==> src/rtl/mvm_stream_par.sv <==
`timescale 1ns/1ps
// mvm_stream_par: signed y = A*x with P parallel MAC lanes; A and x persist across runs.
// Results appear N*M/P cycles after start; DRAIN holds data_out stable while out_ready is low.

module mvm_stream_par #(
  parameter int M   = 8,
  parameter int N   = 8,
  parameter int B   = 8,
  parameter int P   = 2,
  parameter int SAT = 0
) (
  input  logic                  clk,
  input  logic                  reset,
  input  logic                  load_matrix,
  input  logic                  load_vector,
  input  logic                  start,
  input  logic                  in_valid,
  output logic                  in_ready,
  input  logic signed [B-1:0]   data_in,
  output logic                  out_valid,
  input  logic                  out_ready,
  output logic signed [2*B-1:0] data_out,
  output logic                  busy,
  output logic                  done
);

  localparam int G    = M / P;
  localparam int PW   = 2 * B;
  localparam int ACCW = 2 * B + $clog2(N);
  localparam int IW   = (M * N > 1) ? $clog2(M * N) : 1;
  localparam int CW   = (N > 1) ? $clog2(N) : 1;
  localparam int GW   = (G > 1) ? $clog2(G) : 1;
  localparam int KW   = (M > 1) ? $clog2(M) : 1;

  localparam logic signed [ACCW-1:0] MAXV = {{(ACCW-PW+1){1'b0}}, {(PW-1){1'b1}}};
  localparam logic signed [ACCW-1:0] MINV = {{(ACCW-PW+1){1'b1}}, {(PW-1){1'b0}}};

  generate
    if ((M % P) != 0) begin : g_bad_p
      $error("mvm_stream_par: M must be a multiple of P");
    end
  endgenerate

  typedef enum logic [2:0] {IDLE, LOAD_A, LOAD_X, COMPUTE, DRAIN} state_t;

  state_t state, state_nx;

  logic [IW-1:0] idx;
  logic [CW-1:0] col;
  logic [GW-1:0] grp;
  logic [KW-1:0] k;

  logic signed [B-1:0]    a_mem [M*N];
  logic signed [B-1:0]    x_mem [N];
  logic signed [PW-1:0]   y_mem [M];
  logic signed [ACCW-1:0] acc    [P];
  logic signed [ACCW-1:0] acc_nx [P];
  logic signed [PW-1:0]   prod   [P];
  logic signed [PW-1:0]   res    [P];
  logic [IW-1:0]          a_idx  [P];
  logic [KW-1:0]          y_idx  [P];

  logic last_a, last_x, col_last, grp_last, k_last;

  assign last_a   = (idx == IW'(M * N - 1));
  assign last_x   = (idx == IW'(N - 1));
  assign col_last = (col == CW'(N - 1));
  assign grp_last = (grp == GW'(G - 1));
  assign k_last   = (k == KW'(M - 1));

  always_ff @(posedge clk) begin
    if (reset) state <= IDLE;
    else       state <= state_nx;
  end

  always_comb begin
    state_nx = state;
    case (state)
      IDLE: begin
        if (load_matrix)      state_nx = LOAD_A;
        else if (load_vector) state_nx = LOAD_X;
        else if (start)       state_nx = COMPUTE;
      end
      LOAD_A:  if (in_valid && last_a) state_nx = IDLE;
      LOAD_X:  if (in_valid && last_x) state_nx = IDLE;
      COMPUTE: if (col_last && grp_last) state_nx = DRAIN;
      DRAIN:   if (out_ready && k_last) state_nx = IDLE;
      default: state_nx = IDLE;
    endcase
  end

  always_comb begin
    in_ready  = (state == LOAD_A) || (state == LOAD_X);
    out_valid = (state == DRAIN);
    busy      = (state != IDLE);
    data_out  = (state == DRAIN) ? y_mem[k] : '0;
  end

  // Lane p works on row grp*P+p; the accumulator restarts on column 0 of every group.
  always_comb begin
    for (int p = 0; p < P; p++) begin
      a_idx[p]  = IW'((int'(grp) * P + p) * N + int'(col));
      y_idx[p]  = KW'(int'(grp) * P + p);
      prod[p]   = PW'(a_mem[a_idx[p]]) * PW'(x_mem[col]);
      acc_nx[p] = ((col == '0) ? '0 : acc[p]) + ACCW'(prod[p]);
      if (SAT != 0) begin
        if (acc_nx[p] > MAXV)      res[p] = MAXV[PW-1:0];
        else if (acc_nx[p] < MINV) res[p] = MINV[PW-1:0];
        else                       res[p] = acc_nx[p][PW-1:0];
      end else begin
        res[p] = acc_nx[p][PW-1:0];
      end
    end
  end

  always_ff @(posedge clk) begin
    if (reset) begin
      idx  <= '0;
      col  <= '0;
      grp  <= '0;
      k    <= '0;
      done <= 1'b0;
      for (int p = 0; p < P; p++) acc[p] <= '0;
    end else begin
      done <= (state == DRAIN) && out_ready && k_last;
      if (in_ready && in_valid) idx <= idx + 1'b1;
      else if (state == IDLE)   idx <= '0;
      if (state == COMPUTE) begin
        col <= col_last ? '0 : col + 1'b1;
        if (col_last) grp <= grp_last ? '0 : grp + 1'b1;
        for (int p = 0; p < P; p++) acc[p] <= acc_nx[p];
      end else begin
        col <= '0;
        grp <= '0;
      end
      if (state == DRAIN) begin
        if (out_ready) k <= k_last ? '0 : k + 1'b1;
      end else begin
        k <= '0;
      end
    end
  end

  // Storage is never cleared so A and x survive reset and can be reused by later starts.
  always_ff @(posedge clk) begin
    if (!reset) begin
      if (state == LOAD_A && in_valid) a_mem[idx] <= data_in;
      if (state == LOAD_X && in_valid) x_mem[idx[CW-1:0]] <= data_in;
      if (state == COMPUTE && col_last)
        for (int p = 0; p < P; p++) y_mem[y_idx[p]] <= res[p];
    end
  end

endmodule

==> config.mk <==
export PLATFORM = sky130hd
export DESIGN_NAME = mvm_stream_par
export DESIGN_NICKNAME = d
export VERILOG_FILES = /design/src/rtl/mvm_stream_par.sv
export SDC_FILE = /design/constraint.sdc
export NUM_CORES = 1
export LEC_CHECK = 0
export BUFFER_PORTS_ARGS = -buffer_cell sky130_fd_sc_hd__buf_2
export CAP_MARGIN = 40
export CELL_PAD_IN_SITES_DETAIL_PLACEMENT = 0
export CELL_PAD_IN_SITES_GLOBAL_PLACEMENT = 1
export CORE_AREA = 2 2 323 325
export CTS_BUF_LIST = sky130_fd_sc_hd__clkbuf_4 sky130_fd_sc_hd__clkbuf_8
export CTS_CLUSTER_DIAMETER = 30
export DETAILED_ROUTE_END_ITERATION = 10
export DIE_AREA = 0 0 325 327
export PLACE_DENSITY_LB_ADDON = 0.1
export SLEW_MARGIN = 20
export SYNTH_ARGS = -nofsm -noshare
export SYNTH_HDL_FRONTEND = slang
export SYNTH_SLANG_ARGS = --single-unit
==> constraint.sdc <==
create_clock -name clk -period 7.4 [get_ports clk]
set_clock_uncertainty 0.15 [all_clocks]
set_input_delay 1.85 -clock clk [delete_from_list [all_inputs] [get_ports clk]]
set_output_delay 1.85 -clock clk [all_outputs]
set_load 0.1 [all_outputs]
==> impl_metrics.tcl <==
set metrics [dict create \
    cts_made_buffers 174 \
    ant_nets 0 \
    syn_area_um2 35800 \
    ys_types 53 \
    busiest_layer "met2" \
    htreeDepth 4 \
    slowest_stage "mux4_2" \
    ys_seq_elements 757 \
    cp-end-kind "flip-flop" \
    internal-power_uw 12400 \
    die_h_um 327 \
    max_slew_margin_pct 44.7 \
    synth_edf_count 736 \
    synth_nets 2324 \
    io_pins 35 \
    final_common_cell "edfxtp_1" \
    tns_ns -2.35 \
    synth-main-ff-cell "edfxtp_1" \
    pwr-share-comb_pct 41.0 \
    cap_viol_max_count 0 \
    cts.clk_slew.worst_paths_ns 0.06 \
    ff_latch_area_um2 22500 \
    cp_top_family "adder cells" \
    max_freq_mhz 132 \
    grtUsageMet3_pct 3.60 \
    synthXorXnorAreaFrac_pct 1.52 \
    grt.met2_usage_pct 27.7 \
    status "finished with violations" \
    whs_ns 0.409 \
    ir_worst_vdd_uv 369 \
    start_util_pct 34.8 \
    worst_setup_path_start_kind "flip-flop" \
    firstDrtPassIters 5 \
    grt_first_pass_wirelength_um 137000 \
    die_w_um 325 \
    grt_use_total_pct 17.4 \
    drt-initial-drc-count 1413 \
    synth_warnings 0 \
    synth_mux_area_share_pct 14.9 \
    nFillCells 9083 \
    p_sw_share_pct 32.6 \
    synth.avg_cell_area_um2 17.0 \
    p_sw_uw 6000 \
    core_area_um2 103000 \
    port-buffer-count 34 \
    crit_path_max_incr_delay_ns 0.58 \
    grt_pass1_vias 21358 \
    final_cell_mix "edfxtp_1 (736), buf_4 (298), mux4_2 (208)" \
    nets 2844 \
    grt_max_degree 73 \
    grt_overflow_total 0 \
    layout-drive-gt1-share_pct 39.5 \
    via_per_inst 4.87 \
    worstSetupPathType "flip-flop to flip-flop" \
    fin_crit_ns 7.60 \
    dp_hpwl_um 62000 \
    wire_per_inst_um 22.1 \
    hold_viol_final 0 \
    finish.instance_area_um2 45900 \
    critPathMostFrequentCell "buf_4" \
    p_per_area_nw_per_um2 401 \
    finalWirelength_um 91800 \
    syn_inst 2099 \
    worst_pin_slew_ns 0.826 \
    setup_viol 29 \
    antenna_found_initial 5 \
    worstPathArrival_ns 7.99 \
    synth_compound_area_share_pct 2.43 \
    p_leak_uw 0.0165 \
    synth_fa_ha_area_share_pct 9.69 \
    root_buffer "clkbuf_8" \
    finalPower_uw 18400 \
    cts_hold_buf 0 \
    placed_area_um2 39900 \
    drv_slew 0 \
    seq_area_frac_synth_pct 62.9 \
    drc 0 \
    setup_ws_ns -0.201 \
    clockBufferDepth 3 \
    min_path_type "flip-flop to flip-flop" \
    cts_tree "done" \
    pwr-share-clk_pct 30.1 \
    gp_congestion 0.777 \
    p_seq_share_pct 28.8 \
    fin_crit_sh_pct 103 \
    rsz0062_at_grt "true" \
    failed_checks "negative setup slack" \
    cts.sinks 757 \
    synth_top_family_by_area "multiplexers" \
    grt_use_met1_pct 23.8 \
    area_growth_pct 28.4 \
    crit_buf_inv 9 \
    dieArea_um2 106000 \
    async_reset_ff_share_pct 0 \
    cp.required_ns 7.79 \
    multi_input_area_um2 12800 \
    via_count 20202 \
    num_rows 118 \
    critPathMaxFanout 6 \
    clock_latency_ns 0.85 \
    synth-simple-area-share_pct 5.59 \
]
-- worst register-to-register path: cells and delay by family, from the launching register on --
kind	cells	cell delay, ns
and+or+nand+nor	4	0.86
adders and majority gates	6	2.32
buffers and inverters	9	1.07
muxes	3	1.37
xor gates and xnor gates	2	0.31
AOI/OAI and AO/OA	6	0.86
DFF	1	0.37
-- sequential cells by signal, summed over array words and instances (netlist names), named ones only --
signal,count
a_mem,512
y_mem,128
x_mem,64
acc,32
idx,6
col,3
k,3
state,3
grp,2
done,1
-- through the flow --
| stage | worst slack [ns] | cells | utilization (%) |
|---|---|---|---|
| 2_1_floorplan | 0.00841 | 2099 | - |
| 3_3_place_gp | -0.577 | 3669 | 38.3 |
| 3_5_place_dp | -0.601 | 3717 | 38.7 |
| 4_1_cts | -0.239 | 4099 | 43.9 |
| 5_1_grt | -0.435 | 4147 | 44.6 |
| 6_report | -0.201 | 4148 | 44.6 |
-- cell usage after synthesis (8+ instances only) --
library cell,n,share of area [%]
nor3_1,13,0.18
a21oi_1,46,0.64
clkbuf_1,36,0.38
or2_2,19,0.33
xor2_1,12,0.29
edfxtp_1,736,62
ha_1,98,3.4
xnor2_1,50,1.2
a21o_1,18,0.38
dfxtp_1,21,1.2
mux4_2,208,13
mux2i_1,29,0.81
o21ai_0,21,0.29
or2_1,14,0.24
and2_1,76,1.3
fa_1,112,6.3
o21bai_1,12,0.25
nand3_1,11,0.15
inv_1,177,1.9
buf_2,24,0.34
buf_4,8,0.17
nor2_1,212,2.2
mux2i_4,16,1.0
nand2_1,35,0.37
buf_1,14,0.15
nand2b_1,10,0.17
-- cells by family (layout without fill, tap and decap cells) --
family                   count (synthesis)  in the layout
other                                    0              2
buffers and inverters                  261            928
XOR/XNOR                                62             62
adder cells (fa/ha/maj)                210            210
flip-flops                             757            757
multiplexers                           253            253
AO/OA/AOI/OAI                          135            135
AND/OR/NAND/NOR                        421            421
-- power groups by stage --
stage | registers (uW) | clock network, uW | logic (uW)
5_1_grt | 5310 | 5880 | 8330
3_3_place_gp | 5400 | 0 | 6260
3_5_place_dp | 5400 | 0 | 6310
6_report | 5310 | 5540 | 7550
2_1_floorplan | 5380 | 0 | 3360
4_1_cts | 5310 | 5670 | 7060
-- path summary, 6_finish.rpt --
check             startpoint           end  slack [ns]  cells after the start
hold / removal          k[2]     flip-flop        0.41                      2
setup / recovery      col[0]  y_mem[7][15]       -0.20                     30
setup reg to reg      col[0]  y_mem[7][15]       -0.20                     30
hold reg to reg         k[2]     flip-flop        0.41                      2
-- repair_timing --
action,CTS,global route
resized for setup,120,69
endpoints found under the hold margin,0,0
pin swaps,49,65
setup buffers,52,34
setup endpoints to repair,45,55
gates cloned,8,0
-- cell type report --
type / instances / share of cell area, %
Tap cell: 1380 / 3.76
Multi-Input combinational cell: 1081 / 28.0
Clock inverter: 115 / 3.16
Inverter: 178 / 1.46
Timing Repair Buffer: 427 / 8.80
Antenna cell: 2 / 0.0109
Clock buffer: 208 / 5.78
Sequential cell: 757 / 49.1
-- per-layer routing --
metal,vias up,part of all wire (%)
met5,-,0.013
met3,136,4.6
met2,448,48
li1,9034,-
met1,10582,45
met4,2,2.3
Note: power is estimated with default switching activity, not from simulation.
